--- config.mk ---
export PLATFORM = sky130hd
export DESIGN_NAME = kbd_scanner
export DESIGN_NICKNAME = d
export VERILOG_FILES = /design/src/rtl/kbd_pkg.sv /design/src/rtl/kbd_event_fifo.sv /design/src/rtl/kbd_scanner.sv
export SDC_FILE = /design/constraint.sdc
export NUM_CORES = 1
export LEC_CHECK = 0
export CAP_MARGIN = 20
export CORE_MARGIN = 3
export CORE_UTILIZATION = 60
export DETAILED_ROUTE_END_ITERATION = 6
export HOLD_SLACK_MARGIN = 0.1
export PLACE_DENSITY_LB_ADDON = 0.12
export SYNTH_ARGS = -nofsm -noshare
export SYNTH_HDL_FRONTEND = slang
export SYNTH_SLANG_ARGS = --single-unit
--- constraint.sdc ---
create_clock -name clk -period 4.64 [get_ports clk]
set_clock_uncertainty 0.1 [all_clocks]
set_input_delay 0.928 -clock clk [delete_from_list [all_inputs] [get_ports clk]]
set_output_delay 0.928 -clock clk [all_outputs]
set_load 0.005 [all_outputs]
--- src/rtl/kbd_pkg.sv ---
`default_nettype none
// ============================================================================
// Module      : kbd_pkg
// Description : Shared constants, FSM encoding and event packing for the
//               serial keyboard scanner.
// Revision    : 1.0 - initial release
// ============================================================================
package kbd_pkg;

    localparam int EVT_W         = 8;
    localparam int EVT_PRESS_BIT = 7;
    localparam int IDX_W         = 7;

    localparam int ST_W = 3;
    localparam logic [ST_W-1:0] ST_LOAD     = 3'd0;
    localparam logic [ST_W-1:0] ST_SHIFT_LO = 3'd1;
    localparam logic [ST_W-1:0] ST_SHIFT_HI = 3'd2;
    localparam logic [ST_W-1:0] ST_COMPARE  = 3'd3;
    localparam logic [ST_W-1:0] ST_DONE     = 3'd4;

    function automatic logic [EVT_W-1:0] make_evt(input logic press,
                                                  input logic [IDX_W-1:0] idx);
        logic [EVT_W-1:0] evt;
        evt                = '0;
        evt[IDX_W-1:0]     = idx;
        evt[EVT_PRESS_BIT] = press;
        return evt;
    endfunction

endpackage
`default_nettype wire

--- src/rtl/kbd_event_fifo.sv ---
`default_nettype none
// ============================================================================
// Module      : kbd_event_fifo
// Description : Show-ahead synchronous FIFO with registered head and valid;
//               a push into a full FIFO is accepted when a pop happens too.
// Revision    : 1.0 - initial release
// ============================================================================
module kbd_event_fifo #(
    parameter int FIFO_DEPTH = 8,
    parameter int EVT_W      = 8
) (
    input  logic             clk,
    input  logic             rst,
    input  logic             i_push,
    input  logic [EVT_W-1:0] i_push_data,
    input  logic             i_pop,
    output logic             o_valid,
    output logic [EVT_W-1:0] o_data,
    output logic             o_full,
    output logic             o_drop
);

    localparam int c_AW = $clog2(FIFO_DEPTH);

    logic [EVT_W-1:0] r_mem [FIFO_DEPTH];
    logic [c_AW:0]    r_wr_ptr;
    logic [c_AW:0]    r_rd_ptr;
    logic [EVT_W-1:0] r_head;
    logic             r_valid;

    logic             w_empty;
    logic             w_full;
    logic             w_pop;
    logic             w_push;
    logic [c_AW:0]    w_wr_next;
    logic [c_AW:0]    w_rd_next;
    logic [EVT_W-1:0] w_head_next;

    assign w_empty   = (r_wr_ptr == r_rd_ptr);
    assign w_full    = (r_wr_ptr[c_AW-1:0] == r_rd_ptr[c_AW-1:0]) &&
                       (r_wr_ptr[c_AW] != r_rd_ptr[c_AW]);
    assign w_pop     = i_pop && !w_empty;
    assign w_push    = i_push && (!w_full || w_pop);
    assign w_wr_next = r_wr_ptr + {{c_AW{1'b0}}, w_push};
    assign w_rd_next = r_rd_ptr + {{c_AW{1'b0}}, w_pop};

    // The new head may be the word being written this very cycle.
    always_comb begin
        w_head_next = r_mem[w_rd_next[c_AW-1:0]];
        if (w_push && (r_wr_ptr[c_AW-1:0] == w_rd_next[c_AW-1:0]))
            w_head_next = i_push_data;
    end

    always_ff @(posedge clk) begin
        if (rst) begin
            r_wr_ptr <= '0;
            r_rd_ptr <= '0;
            r_head   <= '0;
            r_valid  <= 1'b0;
            for (int i = 0; i < FIFO_DEPTH; i++)
                r_mem[i] <= '0;
        end else begin
            if (w_push)
                r_mem[r_wr_ptr[c_AW-1:0]] <= i_push_data;
            r_wr_ptr <= w_wr_next;
            r_rd_ptr <= w_rd_next;
            r_head   <= w_head_next;
            r_valid  <= (w_wr_next != w_rd_next);
        end
    end

    assign o_valid = r_valid;
    assign o_data  = r_head;
    assign o_full  = w_full;
    assign o_drop  = i_push && !w_push;

endmodule
`default_nettype wire

--- src/rtl/kbd_scanner.sv ---
`default_nettype none
// ============================================================================
// Module      : kbd_scanner
// Description : Scans the keyboard shift-register chain, debounces over two
//               scans and queues press/release events.
// Revision    : 1.0 - initial release
// ============================================================================
module kbd_scanner
    import kbd_pkg::*;
#(
    parameter int NUM_KEYS   = 64,
    parameter int CLK_DIV    = 16,
    parameter int FIFO_DEPTH = 8
) (
    input  logic                clk,
    input  logic                reset,
    output logic                kbd_latch,
    output logic                kbd_clk,
    input  logic                kbd_data,
    output logic [NUM_KEYS-1:0] key_state,
    output logic                evt_valid,
    output logic [EVT_W-1:0]    evt_data,
    input  logic                evt_ready,
    output logic                overflow,
    input  logic                ovf_clear,
    output logic                scan_done
);

    localparam int c_DIV_W = $clog2(CLK_DIV);
    localparam int c_SEL_W = $clog2(NUM_KEYS);
    localparam logic [c_DIV_W-1:0] c_DIV_LAST = c_DIV_W'(CLK_DIV - 1);
    localparam logic [c_SEL_W-1:0] c_KEY_LAST = c_SEL_W'(NUM_KEYS - 1);

    logic                r_sync_meta;
    logic                r_sync;
    logic [ST_W-1:0]     r_state;
    logic [c_DIV_W-1:0]  r_cnt;
    logic [c_SEL_W-1:0]  r_bit;
    logic [NUM_KEYS-1:0] r_raw;
    logic [NUM_KEYS-1:0] r_prev_raw;

    logic                w_div_last;
    logic                w_press;
    logic                w_release;
    logic                w_push;
    logic [EVT_W-1:0]    w_evt;
    logic                w_drop;
    logic                w_full;

    always_ff @(posedge clk) begin
        if (reset) begin
            r_sync_meta <= 1'b0;
            r_sync      <= 1'b0;
        end else begin
            r_sync_meta <= kbd_data;
            r_sync      <= r_sync_meta;
        end
    end

    assign w_div_last = (r_cnt == c_DIV_LAST);

    // Debounce: a key flips only when this scan and the previous one agree.
    assign w_press   = (r_state == ST_COMPARE) && !key_state[r_bit] &&
                       r_raw[r_bit] && r_prev_raw[r_bit];
    assign w_release = (r_state == ST_COMPARE) && key_state[r_bit] &&
                       !r_raw[r_bit] && !r_prev_raw[r_bit];
    assign w_push    = w_press || w_release;
    assign w_evt     = make_evt(w_press, IDX_W'(r_bit));

    // Pin outputs are decoded from the state and registered, so every
    // phase appears one cycle after the FSM enters it, with lengths intact.
    always_ff @(posedge clk) begin
        if (reset) begin
            r_state    <= ST_LOAD;
            r_cnt      <= '0;
            r_bit      <= '0;
            r_raw      <= '0;
            r_prev_raw <= '0;
            key_state  <= '0;
            kbd_latch  <= 1'b0;
            kbd_clk    <= 1'b0;
            scan_done  <= 1'b0;
        end else begin
            kbd_latch <= (r_state == ST_LOAD);
            kbd_clk   <= (r_state == ST_SHIFT_HI);
            scan_done <= (r_state == ST_DONE);
            case (r_state)
                ST_LOAD: begin
                    if (w_div_last) begin
                        r_cnt   <= '0;
                        r_bit   <= '0;
                        r_state <= ST_SHIFT_LO;
                    end else begin
                        r_cnt <= r_cnt + 1'b1;
                    end
                end
                ST_SHIFT_LO: begin
                    if (w_div_last) begin
                        r_raw[r_bit] <= r_sync;
                        r_cnt        <= '0;
                        r_state      <= ST_SHIFT_HI;
                    end else begin
                        r_cnt <= r_cnt + 1'b1;
                    end
                end
                ST_SHIFT_HI: begin
                    if (w_div_last) begin
                        r_cnt <= '0;
                        if (r_bit == c_KEY_LAST) begin
                            r_bit   <= '0;
                            r_state <= ST_COMPARE;
                        end else begin
                            r_bit   <= r_bit + 1'b1;
                            r_state <= ST_SHIFT_LO;
                        end
                    end else begin
                        r_cnt <= r_cnt + 1'b1;
                    end
                end
                ST_COMPARE: begin
                    if (w_press)
                        key_state[r_bit] <= 1'b1;
                    else if (w_release)
                        key_state[r_bit] <= 1'b0;
                    if (r_bit == c_KEY_LAST) begin
                        r_bit   <= '0;
                        r_state <= ST_DONE;
                    end else begin
                        r_bit <= r_bit + 1'b1;
                    end
                end
                ST_DONE: begin
                    r_prev_raw <= r_raw;
                    r_state    <= ST_LOAD;
                end
                default: r_state <= ST_LOAD;
            endcase
        end
    end

    kbd_event_fifo #(
        .FIFO_DEPTH (FIFO_DEPTH),
        .EVT_W      (EVT_W)
    ) u_fifo (
        .clk         (clk),
        .rst         (reset),
        .i_push      (w_push),
        .i_push_data (w_evt),
        .i_pop       (evt_ready),
        .o_valid     (evt_valid),
        .o_data      (evt_data),
        .o_full      (w_full),
        .o_drop      (w_drop)
    );

    // A drop in the same cycle as a clear leaves the flag set.
    always_ff @(posedge clk) begin
        if (reset)
            overflow <= 1'b0;
        else if (w_drop)
            overflow <= 1'b1;
        else if (ovf_clear)
            overflow <= 1'b0;
    end

endmodule
`default_nettype wire

After elaboration in Yosys (flattened, before gate mapping). Memory sizes are Yosys's and may differ from the RTL's. A register that Yosys moved wholly into a read port is not among the register bits. Index checks and enable logic that the tools add are counted.

Add/sub/neg operators: 4. $lt $le $gt $ge: 2. Equal/unequal tests: 15. Mux-type cells: 32. Bitwise gates (word level): 3. Reductions and logical operators: 31.

Operators with widths (number): $mux W64 (2); $and A64 B64 Y64 (1); $bwmux W64 (1); $not A64 Y64 (1); $or A64 B64 Y64 (1); $bmux W1 S6 (3); $mux W6 (3); $pmux W6 S3 (1); $mux W3 (5); $logic_and A1 B1 Y1 (12); $mux W1 (12); $pmux W3 S4 (1); $add A4 B1 Y4 (2); $lt A6 B7 Y1 const B (1); $mux W7 (1); $reduce_or A7 Y1 (1); $add A6 B1 Y6 const B (1); $demux W1 S6 (1); $eq A3 B2 Y1 const B (2); $eq A3 B3 Y1 (2); $eq A6 B6 Y1 const B (1); $ge A6 B1 Y1 const B (1); $logic_not A1 Y1 (6); $ne A2 B2 Y1 const B (3); 19 further kinds (22).

Register bits: 221. RAM bits: 56. Input port bits: 5. Output and inout port bits: 77. Logic and storage cells: 104. Memories kept: 1.

Memories: u_fifo.r_mem (depth 8, width 7, rd ports 1, clocked after memory_dff 1, wr ports 8, RTL line kbd_event_fifo.sv:25) `logic [EVT_W-1:0] r_mem [FIFO_DEPTH];`.

Depth between registers and ports, before layout. Gate-level depths: netlist (run 1).

Depth after elaboration: 13. Depth in mapped cells: 17.

By module. A second synthesis (run 1) with hierarchy kept.

Cell total of the unflattened synthesis: 1597. Area total of the unflattened synthesis: 14238.7 sq um.

By module, submodules not included: kbd_scanner (instances 1, cells each 1323, area each 10470.0 sq um); kbd_event_fifo (instances 1, cells each 274, area each 3768.6 sq um).

Worst setup path before layout (run 1). No wires, ideal clock.

Path kind: register to register. From: register r_bit[1]. To: memory u_fifo.r_mem[0][0] (netlist bit) (enable). Library setup time: 0.393 ns. Data arrival time: 3.184 ns. Data required time: 4.147 ns. Slack: 0.962 ns. Cell stages (with the launch flop): 11. Path buffers: 3. Period minus slack after synthesis: 3.678 ns. Cell sequence: dfxtp_1 buf_4 buf_4 mux2_1 a22oi_1 a21oi_1 nor4_4 and4bb_1 buf_4 o21ai_4 o41ai_1.

RTL lines: start: declaration (RTL line kbd_scanner.sv:38) `logic [c_SEL_W-1:0] r_bit;`; start signal: assignment (RTL line kbd_scanner.sv:113) `r_bit <= r_bit + 1'b1;`; start signal: assignment (RTL line kbd_scanner.sv:129) `r_bit <= r_bit + 1'b1;`; end: declaration (RTL line kbd_event_fifo.sv:25).

Final worst setup path (run 1).
From: register r_bit[2]. To: register u_fifo.r_valid (netlist: u_fifo.o_valid).

Longest elaborated chain between the ends: 10. Elaborated cells on any way between the ends: 19. Those cells by class: add/sub (1); eq/ne (1); mux (6); reduce/logical (11).

RTL lines: $bmux W1 S6 (RTL line kbd_scanner.sv:63, kbd_scanner.sv:65); $mux W1 (not written as such) (RTL line kbd_scanner.sv:63, kbd_scanner.sv:65); $logic_not A1 Y1 (RTL line kbd_scanner.sv:63) `assign w_press = (r_state == ST_COMPARE) && !key_state[r_bit] &&`; $logic_and A1 B1 Y1 (2 in a row) (RTL line kbd_scanner.sv:63); $logic_and A1 B1 Y1 (RTL line kbd_scanner.sv:64) `r_raw[r_bit] && r_prev_raw[r_bit];`; $logic_or A1 B1 Y1 * (RTL line kbd_scanner.sv:67) `assign w_push = w_press || w_release;`; $logic_and A1 B1 Y1 * (RTL line kbd_event_fifo.sv:43) `assign w_push = i_push && (!w_full || w_pop);`; $add A4 B1 Y4 * (RTL line kbd_event_fifo.sv:44) `assign w_wr_next = r_wr_ptr + {{c_AW{1'b0}}, w_push};`; $ne A4 B4 Y1 * (RTL line kbd_event_fifo.sv:68) `r_valid <= (w_wr_next != w_rd_next);`; end signal: assignment (RTL line kbd_event_fifo.sv:68); end: declaration (RTL line kbd_event_fifo.sv:29) `logic r_valid;`.

Mark *: on every way between the ends. The rest lies on a longest branch, timed or not. The select of a mux whose other input is x is not followed. A chain may end at the register's enable or synchronous reset.

==> metrics.cfg, run 1 <==
[run_status]
outcome = finished, final reports clean

[synthesis]
synth_edf_count = 56
ys_seq_area_frac = 0.464
netlist_instances = 1449
synth_fp_nets = 1460
synth-main-ff-cell = dfxtp_1
syn_area_sq_um = 13400
async_flop_share = 0
yosys_warnings = 0
synth.distinct_cells = 80
ys_ff_latch = 283
syn_avg_cell_area_sq_um = 9.25

[global_routing]
grt_max_degree = 96
grt_pass1_vias = 11000
grt_antenna_before_repair = 0
grt_pass1_wl_um = 61700
grt_usage = 0.316
grt-ovfl-total = 0

[timing]
tns_ps = 0
worst_pin_slew_ps = 1040
period_share = 0.894
hold_viol_final = 0
finalMaxSlewViolations = 0
fmax_mhz = 241
grt_setup_unrepaired = no
fin_crit_ps = 4150
maxSlewHeadroom = 0.302
setup_viol = 0
whs_ps = 328

[placement]
port_buffers = 80
gp_congestion = 0.925
dp.cells = 1709
post-dp-hpwl_um = 25500

[setup_path]
worstPathMaxFanout = 50
rr_startpoint = r_bit[2]$_SDFFE_PP0P_
reg2reg_depth = 13
crit_slowest_cell = dfxtp_4
required_ps = 4930
endpoint_kind = flop
cp_cell_sequence = mux2_2, mux4_2, o21ai_0, o2111a_1, and2_1, and4bb_1, o21ai_4, inv_2, ha_1, ha_1, xnor2_1, xor2_1, a41oi_1
r2r_end = u_fifo.o_valid$_SDFF_PP0_
crit_type = flop to flop
rrSetupSlack_ps = 490
cp_common_cell = ha_1
cp_data_arrival_time_ps = 4440
worst_setup_path_start_kind = flop
cp_slowest_stage_delay_ps = 810

[floorplan]
start_util = 0.612
die_area_sq_um = 24200
die_y_um = 155
rows = 54
die_w_um = 155
coreArea_sq_um = 21900
design.portCount = 82

[finish]
final_util = 0.701
nets = 1472
fin_cells = 1765
n_antenna_cell = 0
syn_to_final_growth_pct = 14.4
drive_gt1_frac = 0.116
n_fill_cell = 1733

[cts]
cts_hold_buf = 0
cts_root_buf = clkbuf_16
cts_sinks = 283
cts_max_level = 1
postCtsSetupBuffers = 0
clk_latency_ps = 560
clkTransAtPathRegs_ps = 60
clockBufferDepth = 3
cts_tree = built
numCtsBuffers = 30
postCtsResizedCells = 0

[pwr]
vdd_drop_max_v = 0.000334
p_switching_mw = 1.09
power.share.combinational = 0.016
power_density_nw_per_um2 = 341
power_mw = 5.23
p_int_mw = 4.14
p_sw_frac = 0.208
seqPwrFrac = 0.486
p_clk_frac = 0.498
p_leak_nw = 4.70

[route]
drc = 0
postRouteAntennaNets = 0
wire_per_inst_um = 22.1
detail_route.vias_per_cell = 6.64
wirelength_um = 38900
vias = 11700
dr.pass1.iters = 6
dr.first_iter.drc_count = 1399

[run]
max_cap_viol_count = 0

[hold_path]
hold_depth = 1
worstHoldStart = r_sync_meta$_SDFF_PP0_
hp-class = flop to flop
worstHoldEndpoint = r_sync$_SDFF_PP0_

final cells by class:
cell class,instances,area [sq um],share of cell area
Clock buffer,35,811,0.0528
Clock inverter,21,279,0.0182
Inverter,11,41.3,0.00269
Multi-Input combinational cell,1016,6520,0.425
Sequential cell,283,6230,0.406
Tap cell,280,350,0.0228
Timing Repair Buffer,119,1110,0.0722
power by group through the flow:
stage	clock [mW]	sequential [mW]	combinational (mW)
final	2.61	2.54	0.0823
after global routing	2.72	2.54	0.0893
after CTS	2.62	2.54	0.0814
after detailed placement	0	2.59	0.0815
after global placement	0	2.59	0.0808
after floorplan	0	2.59	0.0568
worst max-delay path, delay by kind of cell, from the launching register on:
kind / cells / cell delay (ps)
flops: 1 / 810
xor+xnor: 2 / 390
buf+inv: 1 / 70
mux: 2 / 890
fa+ha+maj: 2 / 390
compound gates: 4 / 910
simple gates: 2 / 400
layout by cell type, fill, tap and decap left out, types with 8 or more instances in the layout:
cell type and count:
nand3_1 37, edfxtp_1 56, nor3_1 63, mux2_2 10
nand2_1 192, nor4_1 16, xnor2_1 10, o31ai_1 47
buf_4 38, inv_1 8, o41ai_1 17, o21ai_0 18
clkbuf_16 31, nor2b_1 13, and2_1 11, nand2b_1 15
a21oi_1 160, nand3b_1 8, o311ai_1 44, dfxtp_1 224
clkdlybuf4s50_1 79, mux2i_1 34, nor2_1 159, mux4_2 39
a21o_1 8, a22oi_1 10
Yosys cell counts, types with 4 or more instances:
cell type | instances | share of area
nand2b_1 | 15 | 0.0070
inv_1 | 9 | 0.0025
o21ai_1 | 4 | 0.0015
o221ai_1 | 5 | 0.0033
buf_1 | 6 | 0.0017
dfxtp_1 | 227 | 0.34
nand3_1 | 37 | 0.014
buf_6 | 4 | 0.0034
edfxtp_1 | 56 | 0.13
nand3b_1 | 8 | 0.0045
xor2_1 | 7 | 0.0046
buf_2 | 22 | 0.0082
nand4_1 | 4 | 0.0019
a21o_1 | 8 | 0.0045
and2_1 | 12 | 0.0056
nor2_1 | 159 | 0.045
mux2_2 | 10 | 0.0084
a22oi_1 | 10 | 0.0056
o31ai_1 | 47 | 0.026
buf_4 | 12 | 0.0067
o41ai_1 | 17 | 0.011
nor2b_1 | 13 | 0.0061
and3b_1 | 4 | 0.0026
nand2_1 | 193 | 0.054
o21ai_0 | 18 | 0.0067
xnor2_1 | 10 | 0.0065
mux2_1 | 4 | 0.0034
mux2i_1 | 34 | 0.025
nor3_1 | 63 | 0.024
nor4_1 | 16 | 0.0075
ha_1 | 6 | 0.0056
o32ai_1 | 4 | 0.0026
o311ai_1 | 44 | 0.029
a21oi_1 | 160 | 0.060
mux4_2 | 39 | 0.066
clkbuf_1 | 94 | 0.026
cell families (layout without fill, tap and decap cells):
family                     count (synthesis)  count (layout)  synth area share
AOI/OAI and AO/OA                        356             356             0.179
xor gates and xnor gates                  18              18            0.0123
adders and majority gates                  6               6           0.00560
buffers and inverters                    150             186            0.0499
DFF                                      283             283             0.464
muxes                                     87              87             0.103
other                                      1               1          0.000280
and+or+nand+nor                          548             548             0.186
how the worst max path moves through the flow:
| stage | start | endpoint | slack, ps | cells past startpoint |
|---|---|---|---|---|
| floorplan | r_bit[1]$_SDFFE_PP0P_ | u_fifo.r_mem[0][0]$_SDFFCE_PN0P_ | 960 | 10 |
| global placement | r_bit[2]$_SDFFE_PP0P_ | u_fifo.o_valid$_SDFF_PP0_ | 630 | 13 |
| detailed placement | r_bit[2]$_SDFFE_PP0P_ | u_fifo.o_valid$_SDFF_PP0_ | 580 | 13 |
| CTS | r_bit[2]$_SDFFE_PP0P_ | u_fifo.o_valid$_SDFF_PP0_ | 540 | 13 |
| global route | r_bit[2]$_SDFFE_PP0P_ | u_fifo.o_valid$_SDFF_PP0_ | 310 | 13 |
| finish | r_bit[2]$_SDFFE_PP0P_ | u_fifo.o_valid$_SDFF_PP0_ | 490 | 13 |
layer usage:
metal | up-vias | global-route usage | part of all wire | wire length [um]
met1 | 5625 | 0.449 | 0.41 | 15900
met4 | 0 | 0.103 | 0.030 | 1150
met5 | - | 0 | 0 | 0
li1 | 5311 | - | - | -
met2 | 684 | 0.494 | 0.46 | 18000
met3 | 104 | 0.0545 | 0.10 | 3940
metrics by stage:
stage,setup slack (ps),instance area (sq um)
6_report,493,15300
5_1_grt,308,15300
4_1_cts,539,15300
3_5_place_dp,583,14300
3_3_place_gp,634,14300
2_1_floorplan,962,13400
Power figures use the tool's default switching activity.
==> run 2: changes to the inputs <==
--- a/config.mk
+++ b/config.mk
@@ -9,7 +9,6 @@
 export CORE_MARGIN = 3
 export CORE_UTILIZATION = 60
 export DETAILED_ROUTE_END_ITERATION = 6
-export HOLD_SLACK_MARGIN = 0.1
 export PLACE_DENSITY_LB_ADDON = 0.12
 export SYNTH_ARGS = -nofsm -noshare
 export SYNTH_HDL_FRONTEND = slang
==> results of run 2 <==
No change in the layout: final DEF, timing and power equal those of run 1.
==> run 3: changes to the inputs <==
--- a/config.mk
+++ b/config.mk
@@ -7,9 +7,9 @@
 export LEC_CHECK = 0
 export CAP_MARGIN = 20
 export CORE_MARGIN = 3
-export CORE_UTILIZATION = 60
+export CORE_UTILIZATION = 64
 export DETAILED_ROUTE_END_ITERATION = 6
-export PLACE_DENSITY_LB_ADDON = 0.12
+export PLACE_DENSITY = 0.85
 export SYNTH_ARGS = -nofsm -noshare
 export SYNTH_HDL_FRONTEND = slang
 export SYNTH_SLANG_ARGS = --single-unit
==> constraint.sdc (replaced) <==
create_clock -name clk -period 5.3 [get_ports clk]
set_clock_uncertainty 0.1 [all_clocks]
set_input_delay 1.06 -clock clk [delete_from_list [all_inputs] [get_ports clk]]
set_output_delay 1.06 -clock clk [all_outputs]
set_load 0.005 [all_outputs]
==> run 3 against run 2 <==
Global-route usage increased by 2.2 points. Setup slack improved by 150 ps. Largest power group is now registers. Non-clock buffer count shrank 9. Largest cell class unchanged. Routed wire length decreased by 0.51%. Clock-buffer cell count up 11. Utilization is 3.6 points higher. Die area is 6.0% lower. Sequential power is 12% lower. Register-to-register slack better by 150 ps. Critical path depth grew 1. Critical path type unchanged. Highest routed layer unchanged.
==> metrics.cfg, run 3 (synthesis gave the netlist of run 1 again) <==
[floorplan]
rows = 52  ; -3.7%
die_w_um = 151  ; -3.1%
die_area_sq_um = 22700  ; -6.0%
die_y_um = 151  ; -3.1%
design.portCount = 82  ; unchanged
start_util = 0.656  ; +0.0438
coreArea_sq_um = 20400  ; -6.7%

[cts]
numCtsBuffers = 29  ; -3.3%
cts_sinks = 283  ; unchanged
cts_max_level = 1  ; unchanged
postCtsResizedCells = 0  ; unchanged
clkTransAtPathRegs_ps = 60  ; about the same
postCtsSetupBuffers = 0  ; unchanged
cts_hold_buf = 0  ; unchanged
cts_tree = built
clockBufferDepth = 3  ; unchanged
cts_root_buf = clkbuf_16
clk_latency_ps = 540  ; -20 ps

[setup_path]
cp_common_cell = ha_1
required_ps = 5590  ; +660 ps
worst_setup_path_start_kind = flop
rr_startpoint = r_bit[2]$_SDFFE_PP0P_
r2r_end = u_fifo.o_valid$_SDFF_PP0_
cp_cell_sequence = buf_4, mux4_2, mux2i_1, nor2_1, a2111oi_2, and2_1, and4bb_1, o21ai_4, inv_2, ha_1, ha_1, xnor2_1, xor2_1, a41oi_1
reg2reg_depth = 14  ; +1
cp-startpoint = r_bit[2]$_SDFFE_PP0P_
endpoint_kind = flop
worstPathMaxFanout = 37  ; -26%
crit_type = flop to flop
cp_data_arrival_time_ps = 4950  ; +510 ps
rrSetupSlack_ps = 640  ; +150 ps
cp_slowest_stage_delay_ps = 860  ; +50 ps
crit_slowest_cell = dfxtp_2

[timing]
tns_ps = 0  ; unchanged
finalMaxSlewViolations = 0  ; unchanged
grt_setup_unrepaired = no
fmax_mhz = 215  ; -11%
worst_pin_slew_ps = 1190  ; +143 ps
maxSlewHeadroom = 0.206  ; -0.0958
hold_viol_final = 0  ; unchanged
setup_viol = 0  ; unchanged
fin_crit_ps = 4660  ; +512 ps
period_share = 0.879  ; -0.0147

[global_routing]
grt_max_degree = 111  ; +16%
grt_usage = 0.338  ; +0.0222
grt_antenna_before_repair = 0  ; unchanged
grt_pass1_vias = 11000  ; +0.80%
grt-ovfl-total = 0  ; unchanged
grt_pass1_wl_um = 60800  ; -1.3%

[hold_path]
hp-class = flop to flop
hold_depth = 1  ; unchanged
worstHoldStart = r_sync_meta$_SDFF_PP0_
worstHoldEndpoint = r_sync$_SDFF_PP0_

[route]
dr.first_iter.drc_count = 1743  ; +25%
dr.pass1.iters = 6  ; unchanged
drc = 0  ; unchanged
wire_per_inst_um = 22.3  ; +1.0%
wirelength_um = 38800  ; -0.51%
postRouteAntennaNets = 0  ; unchanged
vias = 11900  ; +1.3%
detail_route.vias_per_cell = 6.83  ; +2.9%

[pwr]
p_leak_nw = 4.59  ; -2.5%
power_mw = 4.24  ; -19%
vdd_drop_max_v = 0.000272  ; -19%
power_density_nw_per_um2 = 281  ; -17%

[placement]
port_buffers = 80  ; unchanged
dp.cells = 1689  ; -1.2%
gp_congestion = 0.898  ; -2.9%
placed_cell_area_sq_um = 14200  ; -0.63%
post-dp-hpwl_um = 24900  ; -2.3%

[run]
max_cap_viol_count = 0  ; unchanged

[finish]
syn_to_final_growth_pct = 12.4
n_antenna_cell = 0  ; unchanged
nets = 1462  ; -0.68%
drive_gt1_frac = 0.101  ; -0.0143
layout_common_cells = dfxtp_1, nand2_1, a21oi_1
postLayoutCellArea_sq_um = 15100  ; -1.8%
final_util = 0.737  ; +0.0364
fin_cells = 1738  ; -1.5%
final_common_cell = dfxtp_1
n_fill_cell = 1443  ; -17%

[run_status]
outcome = finished, final reports clean

[run 3: changes by cell type in the layout (fill, tap and decap cells not counted), sizes merged]
cell | previous run | this run
bufinv | 6 | 1
clkinvlp | 7 | 0
clkbuf | 35 | 46
inv | 11 | 10
clkinv | 8 | 2
buf | 40 | 31
[run 3: stage by stage]
stage	hold slack [ps]	setup slack, ps
floorplan	314	1620
global placement	318	820
detailed placement	346	754
CTS	353	743
global route	373	349
finish	353	641
[run 3: how the worst max path moves through the flow]
stage / to / slack (ps) / depth (start not counted)
after floorplan: u_fifo.r_mem[0][0]$_SDFFCE_PN0P_ / 1620 / 10
after global placement: u_fifo.o_valid$_SDFF_PP0_ / 820 / 14
after detailed placement: u_fifo.o_valid$_SDFF_PP0_ / 750 / 14
after CTS: u_fifo.o_valid$_SDFF_PP0_ / 740 / 14
after global routing: u_fifo.o_valid$_SDFF_PP0_ / 350 / 14
final: u_fifo.o_valid$_SDFF_PP0_ / 640 / 14
[run 3: cell type report]
cell class,instances,area [sq um],area share
Sequential cell,283,6230,0.414
Multi-Input combinational cell,1016,6520,0.433
Inverter,11,41.3,0.00274
Timing Repair Buffer,110,1050,0.0699
Clock inverter,2,35.0,0.00233
Clock buffer,46,845,0.0561
Tap cell,270,338,0.0224
[run 3: critical path: cells and delay by family, from the launching register on]
kind / cells / cell delay [ps]
AOI/OAI and AO/OA: 3 / 1070
DFF: 1 / 860
and+or+nand+nor: 3 / 640
buffers and inverters: 2 / 530
muxes: 2 / 510
adders and majority gates: 2 / 390
xor gates and xnor gates: 2 / 380
[run 3: routing by layer]
metal / GRT usage / share of wire / wire [um]
met3: 0.0704 / 0.13 / 5160
met1: 0.472 / 0.38 / 14600
met4: 0.124 / 0.043 / 1680
met2: 0.524 / 0.45 / 17300
met5: 0 / 0 / 0
[run 3: power breakdown]
| part | total, mW | leakage, nW | internal (mW) | switching, mW |
|---|---|---|---|---|
| logic | 0.0760 | 1.77 | 0.0244 | 0.0516 |
| registers | 2.23 | 2.38 | 2.22 | 0.0104 |
| clock network | 1.94 | 0.434 | 1.13 | 0.809 |
